--- src/rtl/fifo_arb_pkg.sv ---
// Shared types for the FIFO write-port arbiter.
package fifo_arb_pkg;

  typedef enum logic [0:0] {
    ARB_IDLE  = 1'b0,
    ARB_BURST = 1'b1
  } arb_state_e;

endpackage

--- src/rtl/fifo_wr_arbiter_rr_picker.sv ---
// Rotating-priority encoder: first set request at or above ptr, wrapping.
module rr_picker #(
  parameter int NUM_REQ = 4,
  parameter int IDX_W   = 2
) (
  input  logic [NUM_REQ-1:0] req,
  input  logic [IDX_W-1:0]   ptr,
  output logic               found,
  output logic [IDX_W-1:0]   idx
);

  always_comb begin
    logic [IDX_W-1:0] cand;
    cand  = '0;
    found = 1'b0;
    idx   = '0;
    for (int k = 0; k < NUM_REQ; k++) begin
      cand = IDX_W'((int'(ptr) + k) % NUM_REQ);
      if (!found && req[cand]) begin
        found = 1'b1;
        idx   = cand;
      end
    end
  end

endmodule

--- src/rtl/fifo_wr_arbiter.sv ---
// Round-robin arbiter sharing one FIFO write port among NUM_REQ producers,
// holding each grant for up to MAX_BURST beats.
module fifo_wr_arbiter
  import fifo_arb_pkg::*;
#(
  parameter int DATA_WIDTH = 8,
  parameter int NUM_REQ    = 4,
  parameter int MAX_BURST  = 4
) (
  input  logic                          wr_clk,
  input  logic                          wr_rst,
  input  logic [NUM_REQ-1:0]            req_valid,
  input  logic [NUM_REQ*DATA_WIDTH-1:0] req_data,
  output logic [NUM_REQ-1:0]            req_ready,
  input  logic                          full,
  output logic                          wr_en,
  output logic [DATA_WIDTH-1:0]         wr_data,
  output logic [NUM_REQ-1:0]            grant,
  output logic                          busy
);

  localparam int IDX_W = (NUM_REQ > 1) ? $clog2(NUM_REQ) : 1;
  localparam int CNT_W = $clog2(MAX_BURST) + 1;
  localparam logic [IDX_W-1:0] LAST_IDX  = IDX_W'(NUM_REQ - 1);
  localparam logic [CNT_W-1:0] LAST_BEAT = CNT_W'(MAX_BURST - 1);

  arb_state_e       state_q, state_d;
  logic [IDX_W-1:0] owner_q, owner_d;
  logic [IDX_W-1:0] rr_ptr_q, rr_ptr_d;
  logic [CNT_W-1:0] beat_cnt_q, beat_cnt_d;
  logic [IDX_W-1:0] pick_idx, owner_next;
  logic             pick_found, owner_vld, xfer;

  rr_picker #(
    .NUM_REQ (NUM_REQ),
    .IDX_W   (IDX_W)
  ) u_picker (
    .req   (req_valid),
    .ptr   (rr_ptr_q),
    .found (pick_found),
    .idx   (pick_idx)
  );

  assign busy       = (state_q == ARB_BURST);
  assign owner_vld  = req_valid[owner_q];
  assign xfer       = busy && owner_vld && !full;
  assign wr_en      = xfer;
  assign owner_next = (owner_q == LAST_IDX) ? '0 : owner_q + 1'b1;

  // Output decode: data is forced to zero outside a transfer.
  always_comb begin
    grant     = '0;
    req_ready = '0;
    wr_data   = '0;
    for (int i = 0; i < NUM_REQ; i++) begin
      if (owner_q == IDX_W'(i)) begin
        grant[i]     = busy;
        req_ready[i] = xfer;
        if (xfer) wr_data = req_data[i*DATA_WIDTH +: DATA_WIDTH];
      end
    end
  end

  always_comb begin
    state_d    = state_q;
    owner_d    = owner_q;
    rr_ptr_d   = rr_ptr_q;
    beat_cnt_d = beat_cnt_q;
    case (state_q)
      ARB_IDLE: begin
        if (pick_found) begin
          state_d    = ARB_BURST;
          owner_d    = pick_idx;
          beat_cnt_d = '0;
        end
      end
      default: begin
        if (xfer) begin
          beat_cnt_d = beat_cnt_q + 1'b1;
          if (beat_cnt_q == LAST_BEAT) begin
            state_d  = ARB_IDLE;
            rr_ptr_d = owner_next;
          end
        end else if (!owner_vld) begin
          // Producer went quiet: release early rather than idle on the grant.
          state_d  = ARB_IDLE;
          rr_ptr_d = owner_next;
        end
      end
    endcase
  end

  always_ff @(posedge wr_clk) begin
    if (wr_rst) begin
      state_q    <= ARB_IDLE;
      owner_q    <= '0;
      rr_ptr_q   <= '0;
      beat_cnt_q <= '0;
    end else begin
      state_q    <= state_d;
      owner_q    <= owner_d;
      rr_ptr_q   <= rr_ptr_d;
      beat_cnt_q <= beat_cnt_d;
    end
  end

endmodule

--- config.mk ---
export PLATFORM = sky130hd
export DESIGN_NAME = fifo_wr_arbiter
export DESIGN_NICKNAME = d
export VERILOG_FILES = /design/src/rtl/fifo_arb_pkg.sv /design/src/rtl/fifo_wr_arbiter_rr_picker.sv /design/src/rtl/fifo_wr_arbiter.sv
export SDC_FILE = /design/constraint.sdc
export NUM_CORES = 1
export LEC_CHECK = 0
export CAP_MARGIN = 5
export CORE_UTILIZATION = 28
export CTS_CLUSTER_DIAMETER = 40
export CTS_CLUSTER_SIZE = 28
export DETAILED_ROUTE_END_ITERATION = 8
export RECOVER_POWER = 100
export SYNTH_ARGS = -nofsm -noshare
export SYNTH_HDL_FRONTEND = slang
export SYNTH_SLANG_ARGS = --single-unit
--- constraint.sdc ---
create_clock -name wr_clk -period 5.14 [get_ports wr_clk]
set_input_delay 1.028 -clock wr_clk [delete_from_list [all_inputs] [get_ports wr_clk]]
set_output_delay 1.028 -clock wr_clk [all_outputs]
set_load 0.01 [all_outputs]
== After elaboration in Yosys (flattened, before gate mapping) ==
Index checks and enable logic that the tools add are counted.
Storage, ports and cells
  register bits after elaboration: 8
  bits in latches: 0
  bits in writable memories: 0
  bits in read-only memories: 0
  bits of input ports: 39
  output and inout port bits: 18
  word-level logic and storage cells: 82
  memories: 0
Operators by class
  add/subtract/negate cells: 5
  $mul: 0
  div/mod/pow operators: 0
  order comparisons: 5
  eq/ne operators: 7
  shift operators: 0
  multiplexer cells: 46
  bitwise gates (word level): 1
  reduce and logical (&&, ||, !) cells: 14
Operator list (number)
  $mux W8: 8
  $mux W1: 22
  $mux W2: 8
  $lt A2 B3 Y1 const B: 5
  $bmux W1 S2: 5
  $mux W3: 3
  $logic_and A1 B1 Y1: 5
  $add A2 B1 Y2 const B: 2
  $add A2 B2 Y2 const B: 2
  $eq A2 B2 Y1 const B: 2
  $logic_not A1 Y1: 4
  $ne A2 B2 Y1 const B: 2
  $reduce_and A2 Y1: 2
  $add A3 B1 Y3 const B: 1
  $eq A3 B2 Y1 const B: 1
  $reduce_and A3 Y1: 1
  $eq A2 B1 Y1 const B: 1
  $logic_not A2 Y1: 1
  $ne A2 B1 Y1 const B: 1
  $reduce_bool A2 Y1: 1
  $not A1 Y1: 1

== Longest topological paths before layout ==
  word-level depth: 14
  mapped depth: 9

== Hierarchy ==
Synthesis repeated with hierarchy kept, for this count alone.
Second synthesis, totals
  cells, all modules: 119
  area total of the unflattened synthesis: 917.1 µm²
Modules (own cells, without submodules)
  fifo_wr_arbiter: instances 1, cells each 104, area each 839.6 µm², seq. area each 160.2 µm²
  rr_picker: instances 1, cells each 15, area each 77.6 µm², seq. area each 0.0 µm²

== Worst setup path before layout ==
No wires, ideal clock.
  path type: input -> output
  start: input req_valid[1]
  end: output req_ready[0]
  arrival: 1.984 ns
  path slack: 2.128 ns
  cell stages on the path: 4
  buffers on the path: 0
  path through: mux4_1 -> nand3b_1 -> inv_1 -> and2_1
Between the ends
  longest elaborated chain between the ends: 5
Ends and longest elaborated chain
  start: declaration: RTL line fifo_wr_arbiter.sv:12  | input logic [NUM_REQ-1:0] req_valid,
  $bmux W1 S2: RTL line fifo_wr_arbiter.sv:45  | assign owner_vld = req_valid[owner_q];
  $mux W1 (not written as such): RTL line fifo_wr_arbiter.sv:45
  $logic_and A1 B1 Y1 (2 in series): RTL line fifo_wr_arbiter.sv:46  | assign xfer = busy && owner_vld && !full;
  named net wr_en: RTL line fifo_wr_arbiter.sv:16  | output logic wr_en,
  $mux W1: RTL line fifo_wr_arbiter.sv:56  | if (owner_q == IDX_W'(i)) begin
  end: declaration: RTL line fifo_wr_arbiter.sv:14  | output logic [NUM_REQ-1:0] req_ready,
The timed path passes the listed nets, and every way through them passes these cells. The select of a mux whose other input is x is not followed.

== Final worst setup path ==
  start: input req_valid[1]
  end: output req_ready[0]
Between the ends
  longest elaborated chain between the ends: 5
Ends and longest elaborated chain (RTL line)
  $bmux W1 S2: fifo_wr_arbiter.sv:45
  $mux W1 (not written as such): fifo_wr_arbiter.sv:45
  $logic_and A1 B1 Y1 (2 in series): fifo_wr_arbiter.sv:46
  $mux W1: fifo_wr_arbiter.sv:56
No other way between the ends. The select of a mux whose other input is x is not followed.

==> results.py <==
metrics = {
    "outcome": {
        "outcome": "completed",
    },
    "detailed_routing": {
        "final_antenna_net_count": 0,
        "wl_um": 2940,
        "wl_per_cell_um": 13.5,
        "via_count": 1059,
        "drtIter0Drc": 64,
        "dr.pass1.iters": 4,
        "vias_per_cell": 4.88,
        "drc": 0,
    },
    "critical_path": {
        "worst_path_largest_cell_delay_ps": 610,
        "crit_family": "buffers and inverters",
        "worst_ep_arrival_time_ps": 3600,
        "crit_path_start_kind": "input port",
        "cpMostUsedCell": "dlygate4sd3_1",
        "r2r_cells": 5,
        "rr_startpoint": "owner_q[0]$_SDFFE_PP0P_",
        "critPathCaptureType": "output pin",
        "r2r_setup_slack_ps": 3080,
        "worstPathMaxFanout": 12,
        "required_ps": 4110,
        "path_cells": "dlygate4sd3_1, mux4_1, nand3b_1, inv_1, and2_1, dlygate4sd3_1",
        "slowest_stage": "dlygate4sd3_1",
        "critPathKind": "in2out",
        "r2r_end": "beat_cnt_q[0]$_SDFFE_PP0P_",
        "cp_num_buf_inv": 3,
    },
    "timing": {
        "clock_skew_ps": 6.33,
        "setup_violations": 0,
        "min_period_ps": 4620,
        "max_freq_mhz": 216,
        "post-route-period-util_pct": 90.0,
        "rsz0062_at_grt": "false",
        "hold_viol": 0,
        "maxSlewHeadroom_pct": 56.7,
        "fin_setup_tns_ps": 0,
        "drv_slew": 0,
        "worst_pin_slew_ps": 650,
    },
    "die": {
        "row_count": 20,
        "ioPinCount": 57,
        "dieArea_sq_um": 3390,
        "die_h_um": 58.2,
        "core-area_sq_um": 3030,
        "initial_utilization_pct": 29.2,
        "die_x_um": 58.2,
    },
    "yosys": {
        "synth_top_area_share_pct": 18.1,
        "syn_nets": 168,
        "netlist_area_sq_um": 885,
        "synth_top_area_cell": "dfxtp_1",
        "ys_types": 29,
        "ys_ff_latch": 8,
        "synthTopCellsByArea": "dfxtp_1 (18%), a21oi_1 (9.6%), ha_1 (8.5%)",
        "syn_avg_cell_area_sq_um": 7.19,
        "yosys_warnings": 0,
        "seq_area_frac_synth_pct": 18.1,
        "syn_inst": 123,
    },
    "pwr": {
        "peakVddDrop_mv": 0.116,
        "leakagePower_uw": 0.000624,
        "power_density_nw_per_um2": 159,
    },
    "finish": {
        "area_growth_pct": 67.2,
        "drive_gt1_share_pct": 2.31,
        "antennaDiodeCount": 0,
        "finalNetCount": 220,
        "final_common_cell": "clkdlybuf4s50_1",
        "instances_no_fill": 217,
        "final_util_pct": 48.8,
        "layout_common_cells": "clkdlybuf4s50_1 (38), dlygate4sd3_1 (18), a21oi_1 (17), inv_1 (14), nand2_1 (11)",
    },
    "clock_network": {
        "root_buffer": "clkbuf_4",
        "clock_sinks": 8,
        "ctsHoldBuffers": 0,
        "cts_tree": "done",
        "clock_latency_ps": 260,
        "postCtsSetupBuffers": 0,
        "clkTransAtPathRegs_ps": 60,
        "cts_resized": 0,
        "clock_path_buffers": 2,
        "cts_max_level": 1,
        "numCtsBuffers": 3,
    },
    "place": {
        "dp.cells": 214,
        "portBuffers": 56,
        "dpl.hpwl_um": 2300,
        "routabilityCongestion": 0.762,
    },
    "global_routing": {
        "grt.overflow.total": 0,
        "grt_first_pass_wirelength_um": 4530,
        "antenna_found_initial": 0,
        "grt.total_usage_pct": 17.5,
        "grt_pass1_vias": 1007,
        "grt_max_degree": 20,
    },
    "run": {
        "max_cap_viol_count": 0,
    },
    "worst_hold_path": {
        "holdPathEnd": "beat_cnt_q[2]$_SDFFE_PP0P_",
        "worstHoldStart": "beat_cnt_q[2]$_SDFFE_PP0P_",
        "min_path_type": "reg2reg",
        "holdPathStages": 2,
    },
}
-- metal layers --
metal | GRT usage (%) | wire (um)
met3 | 3.35 | 246
met5 | 0 | 0
met2 | 30.9 | 1330
met4 | 5.78 | 34
met1 | 21.1 | 1330
-- state kept, by name, summed over array words and instances, names as in the netlist --
| signal | flops |
|---|---|
| beat_cnt_q | 3 |
| owner_q | 2 |
| rr_ptr_q | 2 |
| busy | 1 |
-- worst max path at each step --
stage                  from           end  slack [ps]  depth (start not counted)
3_5_place_dp   req_valid[1]  req_ready[3]         700                          6
5_1_grt        req_valid[1]  req_ready[0]         350                          6
6_report       req_valid[1]  req_ready[0]         520                          6
2_1_floorplan  req_valid[1]  req_ready[0]        2130                          4
3_3_place_gp   req_valid[1]  req_ready[3]         770                          6
4_1_cts        req_valid[1]  req_ready[3]         700                          6
-- cells by family after synthesis --
kind of cell	after synthesis	synth area share [%]
fa+ha+maj	6	8.49
simple gates	46	28.0
mux	5	7.64
flops	8	18.1
compound gates	35	26.9
buf+inv	23	10.9
-- tightest hold or removal path, stage by stage (launching register included) --
cell and delay, ps:
dfxtp_1 310, nand3_1 60, a21oi_1 60
-- final cells by class --
type / instances / area [sq um]
Inverter: 14 / 52.6
Sequential cell: 8 / 160
Clock buffer: 3 / 22.5
Tap cell: 44 / 55.1
Multi-Input combinational cell: 92 / 628
Timing Repair Buffer: 56 / 561
Fill cell: 311 / 1550
-- synth_stat cells (all sizes together) --
cell     n
a21oi   17
inv     14
nand2   11
and2     8
dfxtp    8
nand2b   8
a211o    7
a221oi   7
ha       6
clkbuf   5
buf      4
nor3     4
mux2i    3
nand3    3
nor2     3
nor2b    3
or4      2
a21boi   1
a22oi    1
mux2     1
mux4     1
nand3b   1
nor4     1
o21ai    1
o311a    1
or2      1
or3      1
-- stage by stage --
stage / instance area [sq um] / hold slack (ps) / worst slack (ps) / total power, uW
2_1_floorplan: 885 / 448 / 2130 / 133
3_3_place_gp: 1460 / 454 / 772 / 188
3_5_place_dp: 1460 / 459 / 699 / 190
4_1_cts: 1480 / 467 / 697 / 239
5_1_grt: 1480 / 499 / 353 / 250
6_report: 1480 / 467 / 516 / 235
-- where the power goes --
group	internal, uW	leakage (uW)	total (uW)	switching (uW)
Sequential	66.1	0.0000654	72.7	6.58
Combinational	64.9	0.000544	112	47.2
Clock	26.9	0.0000138	50.1	23.3
Total	158	0.000624	235	77.1
(Power assumes the default switching activity.)
